### src/rtl/iter_mult.sv
// Iterative shift-and-add multiplier with signed/unsigned mode, optional early exit,
// valid/ready handshakes on both sides and a synchronous abort.
module iter_mult #(
  parameter int WIDTH      = 8,
  parameter int EARLY_EXIT = 1
) (
  input  logic                         clk,
  input  logic                         rst,
  input  logic                         in_valid,
  output logic                         in_ready,
  input  logic [WIDTH-1:0]             a,
  input  logic [WIDTH-1:0]             b,
  input  logic                         is_signed,
  input  logic                         abort,
  output logic                         busy,
  output logic                         out_valid,
  input  logic                         out_ready,
  output logic [2*WIDTH-1:0]           product,
  output logic [$clog2(WIDTH+1)-1:0]   cycles
);

  localparam int CW = $clog2(WIDTH+1);
  localparam logic [CW-1:0]      WIDTH_C = CW'(WIDTH);
  localparam logic [CW-1:0]      ONE_C   = CW'(1);
  localparam logic [WIDTH-1:0]   ONE_W   = WIDTH'(1);
  localparam logic [2*WIDTH-1:0] ONE_2W  = (2*WIDTH)'(1);

  typedef enum logic [1:0] {
    IDLE = 2'd0,
    RUN  = 2'd1,
    DONE = 2'd2
  } state_t;

  state_t               state_r, state_s;
  logic [2*WIDTH-1:0]   acc_r, acc_s, mcand_r, mcand_s, res_s;
  logic [WIDTH-1:0]     mplier_r, mplier_s;
  logic [CW-1:0]        count_r, count_s;
  logic                 neg_r, exit_s;

  // Magnitude of a two's-complement operand; -2^(WIDTH-1) maps onto itself as unsigned.
  function automatic logic [WIDTH-1:0] mag(input logic [WIDTH-1:0] x, input logic sgn);
    if (sgn && x[WIDTH-1]) begin
      mag = ~x + ONE_W;
    end else begin
      mag = x;
    end
  endfunction

  // State register.
  always_ff @(posedge clk or posedge rst) begin
    if (rst) begin
      state_r <= IDLE;
    end else begin
      state_r <= state_s;
    end
  end

  // One iteration of the datapath and the exit test on its updated values.
  always_comb begin
    acc_s = acc_r;
    if (mplier_r[0]) begin
      acc_s = acc_r + mcand_r;
    end else begin
      acc_s = acc_r;
    end
    mcand_s  = {mcand_r[2*WIDTH-2:0], 1'b0};
    mplier_s = {1'b0, mplier_r[WIDTH-1:1]};
    count_s  = count_r + ONE_C;
    exit_s   = (count_s == WIDTH_C) || ((EARLY_EXIT != 0) && (mplier_s == '0));
    if (neg_r) begin
      res_s = ~acc_s + ONE_2W;
    end else begin
      res_s = acc_s;
    end
  end

  // Next-state logic; abort outranks both the RUN exit and the output handshake.
  always_comb begin
    state_s = state_r;
    case (state_r)
      IDLE: begin
        if (in_valid) begin
          state_s = RUN;
        end else begin
          state_s = IDLE;
        end
      end
      RUN: begin
        if (abort) begin
          state_s = IDLE;
        end else if (exit_s) begin
          state_s = DONE;
        end else begin
          state_s = RUN;
        end
      end
      DONE: begin
        if (abort || out_ready) begin
          state_s = IDLE;
        end else begin
          state_s = DONE;
        end
      end
      default: state_s = IDLE;
    endcase
  end

  // Moore outputs decoded from the state register.
  always_comb begin
    in_ready  = 1'b0;
    busy      = 1'b0;
    out_valid = 1'b0;
    case (state_r)
      IDLE:    in_ready  = 1'b1;
      RUN:     busy      = 1'b1;
      DONE:    out_valid = 1'b1;
      default: in_ready  = 1'b0;
    endcase
  end

  // Datapath registers: operand capture on accept, iteration in RUN, result on exit.
  always_ff @(posedge clk or posedge rst) begin
    if (rst) begin
      acc_r    <= '0;
      mcand_r  <= '0;
      mplier_r <= '0;
      count_r  <= '0;
      neg_r    <= 1'b0;
      product  <= '0;
      cycles   <= '0;
    end else if ((state_r == IDLE) && in_valid) begin
      acc_r    <= '0;
      mcand_r  <= {{WIDTH{1'b0}}, mag(a, is_signed)};
      mplier_r <= mag(b, is_signed);
      count_r  <= '0;
      neg_r    <= is_signed & (a[WIDTH-1] ^ b[WIDTH-1]);
    end else if ((state_r == RUN) && !abort) begin
      acc_r    <= acc_s;
      mcand_r  <= mcand_s;
      mplier_r <= mplier_s;
      count_r  <= count_s;
      if (exit_s) begin
        product <= res_s;
        cycles  <= count_s;
      end
    end
  end

endmodule

### config.mk
export PLATFORM = sky130hd
export DESIGN_NAME = iter_mult
export DESIGN_NICKNAME = d
export VERILOG_FILES = /design/src/rtl/iter_mult.sv
export SDC_FILE = /design/constraint.sdc
export NUM_CORES = 1
export LEC_CHECK = 0
export ABC_AREA = 1
export BUFFER_PORTS_ARGS = -buffer_cell sky130_fd_sc_hd__buf_2
export CORE_MARGIN = 2
export CORE_UTILIZATION = 60
export CTS_CLUSTER_SIZE = 40
export DETAILED_ROUTE_END_ITERATION = 10
export PLACE_DENSITY = 0.88
export SETUP_SLACK_MARGIN = 0.05
export SYNTH_ARGS = -nofsm -noshare
export SYNTH_HDL_FRONTEND = slang
export SYNTH_SLANG_ARGS = --single-unit
### constraint.sdc
create_clock -name clk -period 2.7 [get_ports clk]
set_input_delay 0.405 -clock clk [delete_from_list [all_inputs] [get_ports clk]]
set_output_delay 0.405 -clock clk [all_outputs]
set_load 0.005 [all_outputs]
==> flow_summary.json, run 1 <==
{
  "min-delay-start": "out_ready",
  "start_util_pct": 61.8,
  "routabilityCongestion": 0.939,
  "path_max_fanout": 4,
  "clock.fmax_mhz": 399,
  "insertion_delay_ps": 360,
  "slew_viol_final": 0,
  "grt_pass1_vias": 4463,
  "async_flop_share_pct": 100,
  "avgSynthCellArea_sq_um": 6.97,
  "layout-drive-gt1-share_pct": 13.9,
  "worstSetupEndpointType": "flop",
  "grt_antenna_before_repair": 0,
  "synth_seq_cells": 67,
  "cellLeakagePower_nw": 2.72,
  "r2r-start": "mcand_r[0]$_DFFE_PP0P_",
  "path_clk_slew_ps": 80,
  "coreArea_sq_um": 7250,
  "relSlewSlack_pct": 43.8,
  "grt_max_degree": 68,
  "power_density_nw_per_um2": 1000,
  "avgRoutedWirePerCell_um": 13.9,
  "wl_um": 11100,
  "antenna_cells": 0,
  "holdPathEnd": "state_r[1]$_DFF_PP0_",
  "syn_to_final_growth_pct": 13.0,
  "synth_most_common_cell": "nand2_1",
  "syn-num-nets": 686,
  "fp.dieArea_sq_um": 8170,
  "crit_type": "reg -> reg",
  "finalClockSkew_ps": 12.8,
  "crit_arrival_ps": 2760,
  "synth.cell_area_sq_um": 4480,
  "num_vias": 4478,
  "worstPathCellList": "ha_2 -> fa_2 -> inv_1 -> nand2_1 -> nand2_2 -> ha_1 -> inv_1 -> nor2_1 -> nand3_1 -> nor2_1 -> nand2_1 -> nor2_1 -> nand2_1 -> nand2_1 -> nand3_1 -> nand3_1 -> nand2_1",
  "crit_top_cell": "nand2_1",
  "ys.flop_type": "dfrtp_1",
  "worstMarginPinSlew_ps": 843,
  "ir_worst_vdd_uv": 438,
  "crit_required_ps": 2950,
  "r2r_cells": 17,
  "cts_hold_buf": 0,
  "cts_tree": "yes",
  "dp_hpwl_um": 8120,
  "drt_pass1_iterations": 8,
  "start_kind": "flop",
  "drtIter0Drc": 274,
  "grtUsageTotal_pct": 29.0,
  "reg2reg_slack_ps": 200,
  "grt_overflow": 0,
  "ctsLongestPathBuffers": 2,
  "synth.top_cells.by_count": "178 x nand2_1, 98 x inv_1, 67 x dfrtp_1",
  "ctsHtreeMaxLevel": 3,
  "fin_crit_ps": 2500,
  "port_buffers": 44,
  "setup_viol": 0,
  "r2r-end": "product[14]$_DFFE_PP0P_",
  "synth_edf_count": 0,
  "grt_pass1_wl_um": 19500,
  "p_total_w": 0.00507,
  "hold_path_depth": 2,
  "cts-root-buf": "clkbuf_8",
  "dieWidth_um": 90.4,
  "synth-seq-area-share_pct": 37.4,
  "yosys.area.top_type": "dfrtp_1",
  "clock_sinks": 67,
  "routed_via_density": 5.63,
  "rsz0062_at_grt": "false",
  "cts_buffers": 9,
  "row_count": 31,
  "synth.area.top_cells": "dfrtp_1 37%, nand2_1 15%, inv_1 8.2%",
  "finalWorstSetupSlack_ps": 196,
  "max-cap-violations": 0,
  "synth_top_area_share_pct": 37.4,
  "hold_viol": 0,
  "die_y_um": 90.4,
  "nets": 735,
  "fin_setup_tns_ps": 0,
  "slowest_stage": "fa_2",
  "hp-class": "in -> reg",
  "ioPinCount": 45,
  "synth_warnings": 0,
  "status": "complete, no violations",
  "yosysUniqueCellTypes": 39,
  "antenna_left": 0,
  "max_stage_delay_ps": 420,
  "drcViolationCount": 0,
  "syn_inst": 643,
  "min_period_over_period_pct": 92.8,
  "pre_cts_ws_ps": 164
}
-- layout make-up --
cell class / instances / area (sq um)
inverters: 101 / 379
well taps: 99 / 124
clock inverters: 6 / 63.8
fillers: 584 / 2190
repair buffers: 55 / 303
clock buffers: 10 / 128
flip-flops and latches: 67 / 1680
multi-input cells: 458 / 2390
-- kinds of logic (layout without fill, tap and decap cells) --
family                     Yosys count  count (layout)  share of synthesized area (%)
DFF                                 67              67                           37.4
buffers and inverters              118             172                           10.1
adders and majority gates           21              21                           6.03
xor gates and xnor gates            13              13                           2.54
AOI/OAI and AO/OA                  112             112                           14.1
and+or+nand+nor                    312             312                           29.9
-- placed cells by master, fill, tap and decap left out, types with 5 or more instances in the layout --
cell,synthesis,final
inv_1,98,97
o22ai_1,19,19
nand2_2,6,10
dfrtp_1,67,67
ha_1,20,19
nand2_1,178,174
a21oi_1,17,17
o21ai_1,5,5
buf_4,0,11
nand3_1,53,52
clkbuf_8,0,9
xor2_1,11,11
nand3b_1,5,5
o21ai_0,55,54
nor3_1,5,5
nor2_1,49,49
buf_2,6,44
-- layer usage --
metal  share of wire, %  vias to the layer above  GRT usage, %
met4                3.6                        0          15.0
met2                 51                      177          51.3
li1                   -                     2179             -
met5                  0                        -             0
met1                 40                     2083          33.6
met3                5.4                       39          4.92
-- stage by stage --
step | instances | utilization [%] | hold slack [ps] | cell area, sq um
after global placement | 777 | 66.4 | 456 | 4810
after CTS | 793 | 69.0 | 233 | 5000
after floorplan | 643 | - | 465 | 4480
after global routing | 796 | 69.8 | 233 | 5060
after detailed placement | 777 | 66.4 | 464 | 4810
final | 796 | 69.8 | 231 | 5060
-- sequential cells by signal, indices dropped and copies added (netlist names) --
name and count:
acc_r 16, product 16, cycles 4, count_r 4, mcand_r 16, mplier_r 8
state_r 2, neg_r 1
-- critical path, delay by kind of cell, from the launching register on --
| kind | cells | cell delay [ps] |
|---|---|---|
| adder cells (fa/ha/maj) | 3 | 810 |
| buffers and inverters | 2 | 130 |
| AND/OR/NAND/NOR | 12 | 1070 |
| flip-flops | 1 | 400 |
-- report_power, final --
part	switching, W	leakage [nW]	internal (W)	total [W]
Combinational	0.00173	1.75	0.000942	0.00267
Clock	0.000409	0.0927	0.000426	0.000835
Sequential	0.000247	0.882	0.00132	0.00156
Total	0.00238	2.72	0.00269	0.00507
-- repair_timing --
item	in CTS	in global routing
resized for setup	0	11
endpoints found under the setup margin	0	9
setup buffers	0	3
-- how the worst max path moves through the flow --
stage	startpoint	slack, ps	to	cells past startpoint
after global placement	acc_r[0]$_DFFE_PP0P_	310	product[10]$_DFFE_PP0P_	14
final	mcand_r[0]$_DFFE_PP0P_	200	product[14]$_DFFE_PP0P_	17
after CTS	mcand_r[0]$_DFFE_PP0P_	140	product[14]$_DFFE_PP0P_	18
after floorplan	acc_r[0]$_DFFE_PP0P_	450	product[14]$_DFFE_PP0P_	17
after detailed placement	mcand_r[0]$_DFFE_PP0P_	160	product[15]$_DFFE_PP0P_	16
after global routing	mcand_r[0]$_DFFE_PP0P_	40	product[14]$_DFFE_PP0P_	17
(Power assumes the default switching activity.)
==> run 2, diff against run 1 <==
clock period = 2.9 ns   (was 2.7 ns; I/O delays follow)
==> flow_summary.json, run 2 (synthesized netlist as in run 1, its figures left out) <==
{
  "finalClockSkew_ps": 13.9,
  "cellLeakagePower_nw": 2.73,
  "path_max_fanout": 3,
  "reg_top3": "acc_r: 16 flops, mcand_r: 16 flops, product: 16 flops",
  "layoutNonFillerInstCount": 795,
  "avgRoutedWirePerCell_um": 14.2,
  "cts_hold_buf": 0,
  "die_y_um": 90.4,
  "cts-root-buf": "clkbuf_8",
  "min_period_over_period_pct": 88.4,
  "num_vias": 4422,
  "drt_pass1_iterations": 5,
  "grt_max_degree": 27,
  "worstSetupEndpointType": "flop",
  "fp.dieArea_sq_um": 8170,
  "dp_cells": 779,
  "antenna_cells": 0,
  "ctsLongestPathBuffers": 2,
  "pre_cts_ws_ps": 396,
  "status": "complete, no violations",
  "clock_sinks": 67,
  "grtUsageTotal_pct": 29.3,
  "ioPinCount": 45,
  "start_util_pct": 61.8,
  "grt_overflow": 0,
  "crit_type": "reg -> reg",
  "cts.repair.resized": 0,
  "max-cap-violations": 0,
  "r2r-end": "product[10]$_DFFE_PP0P_",
  "p_total_w": 0.00473,
  "layout-drive-gt1-share_pct": 12.6,
  "grt_pass1_vias": 4351,
  "reg2reg_slack_ps": 340,
  "clock.fmax_mhz": 390,
  "dp_hpwl_um": 8280,
  "hp-class": "in -> async",
  "cts_tree": "yes",
  "routed_via_density": 5.56,
  "coreArea_sq_um": 7250,
  "start_kind": "flop",
  "worstMarginPinSlew_ps": 667,
  "routabilityCongestion": 0.909,
  "dieWidth_um": 90.4,
  "r2r_cells": 15,
  "most-common-layout-cells": "178 x nand2_1, 97 x inv_1, 67 x dfrtp_1, 55 x o21ai_0, 53 x nand3_1",
  "nets": 734,
  "cts_buffers": 9,
  "crit_required_ps": 3120,
  "ctsHtreeMaxLevel": 3,
  "wl_um": 11300,
  "crit_path_start": "acc_r[0]$_DFFE_PP0P_",
  "ir_worst_vdd_uv": 496,
  "row_count": 31,
  "fin_setup_tns_ps": 0,
  "port_buffers": 44,
  "grt_antenna_before_repair": 0,
  "finalWorstSetupSlack_ps": 337,
  "power_density_nw_per_um2": 937,
  "hold_viol": 0,
  "insertion_delay_ps": 360,
  "syn_to_final_growth_pct": 12.6,
  "cts_setup_buffers": 0,
  "relSlewSlack_pct": 55.5,
  "layout_commonest_cell": "nand2_1",
  "path_clk_slew_ps": 80,
  "setup_viol": 0,
  "rsz0062_at_grt": "false",
  "r2r-start": "acc_r[0]$_DFFE_PP0P_",
  "slew_viol_final": 0,
  "crit_arrival_ps": 2780,
  "antenna_left": 0,
  "drcViolationCount": 0,
  "grt_pass1_wl_um": 19500,
  "drtIter0Drc": 356,
  "fin_crit_ps": 2560
}
run 2: power breakdown:
group	internal [W]	switching [W]	leakage [nW]
combinational	0.000843	0.00154	1.75
clock	0.000486	0.000385	0.103
sequential	0.00123	0.000246	0.882
run 2: critical path, stage by stage (launching register included):
cell     delay (ps)
dfrtp_1         400
ha_1            230
fa_1            430
nand2_1         100
nand2_1          90
nand3_1         100
nand2_1          90
nand2_1          70
nand3_1          70
nand2_1         140
inv_1            90
nor2_1           80
nand2_1          80
o21ai_0         210
xor2_1          170
o21ai_0          90
run 2: per-layer routing:
layer | global-route usage [%] | vias up | wire, um | part of all wire [%]
li1 | - | 2168 | - | -
met1 | 34.2 | 2042 | 4560 | 41
met2 | 51.9 | 172 | 5730 | 51
met3 | 4.51 | 40 | 525 | 4.7
met4 | 15.3 | 0 | 436 | 3.9
met5 | 0 | - | 0 | 0
run 2: worst max-delay path by stage:
stage / endpoint / slack (ps)
final: product[10]$_DFFE_PP0P_ / 340
after global routing: product[10]$_DFFE_PP0P_ / 50
after CTS: product[10]$_DFFE_PP0P_ / 360
after detailed placement: product[10]$_DFFE_PP0P_ / 400
after global placement: product[14]$_DFFE_PP0P_ / 500
after floorplan: product[14]$_DFFE_PP0P_ / 650
run 2: layout make-up:
class	instances	area [sq um]
clock buffer	10	128
clock inverter	6	88.8
fill	604	2210
inverter	101	379
multi-input combinational	458	2350
sequential	67	1680
tap	99	124
timing repair buffer	54	295
run 2: stage by stage:
step / hold WS (ps) / area (sq um) / util (%)
after floorplan: 465 / 4480 / -
after global placement: 458 / 4830 / 66.6
after detailed placement: 460 / 4830 / 66.6
after CTS: 80.1 / 5040 / 69.6
after global routing: 94.4 / 5040 / 69.6
final: 67.8 / 5040 / 69.6
==> run 3, diff against run 2 <==
ABC_AREA = unset   (was 1)
CORE_UTILIZATION = 25   (was 60)
PLACE_DENSITY = 0.47   (was 0.88)
==> flow_summary.json, run 3 <==
{
  "status": "complete, no violations",
  "min_period_over_period_pct": 97.8,
  "max-cap-violations": 0,
  "cts_buffers": 9,
  "start_util_pct": 25.3,
  "slowest_stage": "dfrtp_1",
  "path_clk_slew_ps": 60,
  "nets": 592,
  "drt_pass1_iterations": 4,
  "async_flop_share_pct": 100,
  "finalInstanceArea_sq_um": 5330,
  "dieWidth_um": 135,
  "slew_viol_final": 0,
  "syn_to_final_growth_pct": 23.7,
  "synth_warnings": 0,
  "layout-drive-gt1-share_pct": 21.3,
  "ir_worst_vdd_uv": 382,
  "ioPinCount": 45,
  "coreArea_sq_um": 17100,
  "synth.top_cells.by_count": "93 x nand2_1, 67 x dfrtp_1, 40 x o21ai_0",
  "fin_setup_tns_ps": 0,
  "most-common-layout-cells": "92 x nand2_1, 67 x dfrtp_1, 44 x buf_2, 37 x nor2_1, 37 x o21ai_0",
  "grt_antenna_before_repair": 0,
  "path_max_fanout": 3,
  "port_buffers": 44,
  "insertion_delay_ps": 340,
  "wl_um": 10600,
  "synth_seq_cells": 67,
  "worstPathCellList": "ha_2 -> fa_2 -> a211oi_2 -> o21ai_2 -> xor2_1 -> mux2_4 -> nor4_4 -> nand4b_1 -> o41ai_2 -> xnor2_1 -> o21ai_1",
  "cp.depth": 11,
  "synth_xor_area_share_pct": 6.50,
  "dp_cells": 763,
  "hp-class": "in -> async",
  "fin_util_pct": 31.3,
  "layoutNonFillerInstCount": 779,
  "cts-root-buf": "clkbuf_16",
  "die_y_um": 135,
  "max_stage_delay_ps": 380,
  "yosysUniqueCellTypes": 64,
  "synth.area.top_cells": "dfrtp_1 39%, nand2_1 8.1%, ha_1 5.8%",
  "cts_tree": "yes",
  "layout_commonest_cell": "nand2_1",
  "finalClockSkew_ps": 10.0,
  "ys.flop_type": "dfrtp_1",
  "num_vias": 3645,
  "synth_edf_count": 0,
  "rsz0062_at_grt": "true",
  "p_total_w": 0.00488,
  "fin_crit_ps": 2840,
  "routabilityCongestion": 0.838,
  "cts_setup_buffers": 0,
  "r2r_cells": 11,
  "ctsHtreeMaxLevel": 3,
  "setup_viol": 0,
  "synth_top_area_share_pct": 38.9,
  "dp_hpwl_um": 7810,
  "relSlewSlack_pct": 34.0,
  "grt_pass1_vias": 3627,
  "routed_via_density": 4.68,
  "synthSimpleGateAreaFrac_pct": 21.5,
  "avgRoutedWirePerCell_um": 13.6,
  "drcViolationCount": 0,
  "clock.fmax_mhz": 352,
  "syn_inst": 493,
  "fp.dieArea_sq_um": 18300,
  "synth_compound_area_share_pct": 21.2,
  "start_kind": "flop",
  "power_density_nw_per_um2": 914,
  "antenna_left": 0,
  "grt_overflow": 0,
  "clock_sinks": 67,
  "synth.cell_area_sq_um": 4310,
  "antenna_cells": 0,
  "crit_type": "reg -> reg",
  "reg_top3": "acc_r: 16 flops, mcand_r: 16 flops, product: 16 flops",
  "drtIter0Drc": 162,
  "yosys.area.top_type": "dfrtp_1",
  "cts_hold_buf": 0,
  "placed_area_sq_um": 4920,
  "crit_arrival_ps": 3050,
  "row_count": 48,
  "synth_most_common_cell": "nand2_1",
  "crit_required_ps": 3110,
  "cellLeakagePower_nw": 2.40,
  "avgSynthCellArea_sq_um": 8.74,
  "synth_top_family_by_area": "simple AND/OR/NAND/NOR gates",
  "grt_pass1_wl_um": 18300,
  "synth-seq-area-share_pct": 38.9,
  "hold_viol": 0,
  "crit_family": "compound AO/OA/AOI/OAI gates",
  "grt_max_degree": 68,
  "worstMarginPinSlew_ps": 991,
  "grtUsageTotal_pct": 12.5,
  "path_buf_inv": 0,
  "syn-num-nets": 536,
  "ctsLongestPathBuffers": 2,
  "worstSetupEndpointType": "flop",
  "synth-adder-area-share_pct": 6.27,
  "synth.area.mux_share_pct": 2.24
}
## run 3: cell types whose count changed in the layout (fill, tap and decap cells not counted), sizes merged, moves of 18 or more
cell,delta
buf,+18
o22ai,-18
nand3,-43
inv,-93
nand2,-92
## run 3: worst reg2reg max path: cells and delay by family, from the launching register on
family / cells / cell delay (ps)
compound gates: 4 / 690
fa+ha+maj: 2 / 580
simple gates: 2 / 460
flops: 1 / 380
xor+xnor: 2 / 310
mux: 1 / 300
## run 3: stage by stage
stage                     setup WS [ps]  hold WS (ps)
after floorplan                     109           470
after global placement             8.03           458
after detailed placement          -65.1           465
after CTS                          31.3           186
after global routing               -155           209
final                              62.6           172
## run 3: cell type report
class	instances	area (sq um)
fill	1829	11700
multi-input combinational	391	2560
sequential	67	1680
timing repair buffer	72	443
tap	225	282
clock buffer	11	253
clock inverter	5	85.1
inverter	8	30.0
## run 3: repair_timing
action / 4_1_cts / 5_1_grt
pin swaps: 6 / 4
setup endpoints to repair: 6 / 8
resized for setup: 8 / 9
## run 3: kinds of logic after synthesis
logic type,Yosys count
AOI/OAI and AO/OA,135
buffers and inverters,35
DFF,67
xor gates and xnor gates,32
and+or+nand+nor,194
muxes,9
adders and majority gates,21
## run 3: routing by layer
metal / vias up / routed length (um) / GRT usage, %
li1: 1878 / - / -
met1: 1691 / 5480 / 17.8
met2: 67 / 4400 / 18.9
met3: 9 / 576 / 2.77
met4: 0 / 138 / 3.82
met5: - / 0 / 0
## run 3: where the power goes
group / internal [W] / total, W / switching, W / leakage [nW]
Combinational: 0.00107 / 0.00228 / 0.00121 / 1.36
Sequential: 0.00115 / 0.00137 / 0.000225 / 0.886
Clock: 0.000802 / 0.00122 / 0.000420 / 0.162
## run 3: path summary, 6_finish.rpt
check | slack, ps | to | from
hold reg to reg | 470 | product[3]$_DFFE_PP0P_ | product[3]$_DFFE_PP0P_
setup / recovery | 60 | product[14]$_DFFE_PP0P_ | acc_r[0]$_DFFE_PP0P_
min in group clk | 350 | state_r[1]$_DFF_PP0_ | out_ready
hold / removal | 170 | product[12]$_DFFE_PP0P_ | rst
setup reg to reg | 60 | product[14]$_DFFE_PP0P_ | acc_r[0]$_DFFE_PP0P_
max in group asynchronous | 2430 | mplier_r[1]$_DFFE_PP0P_ | rst
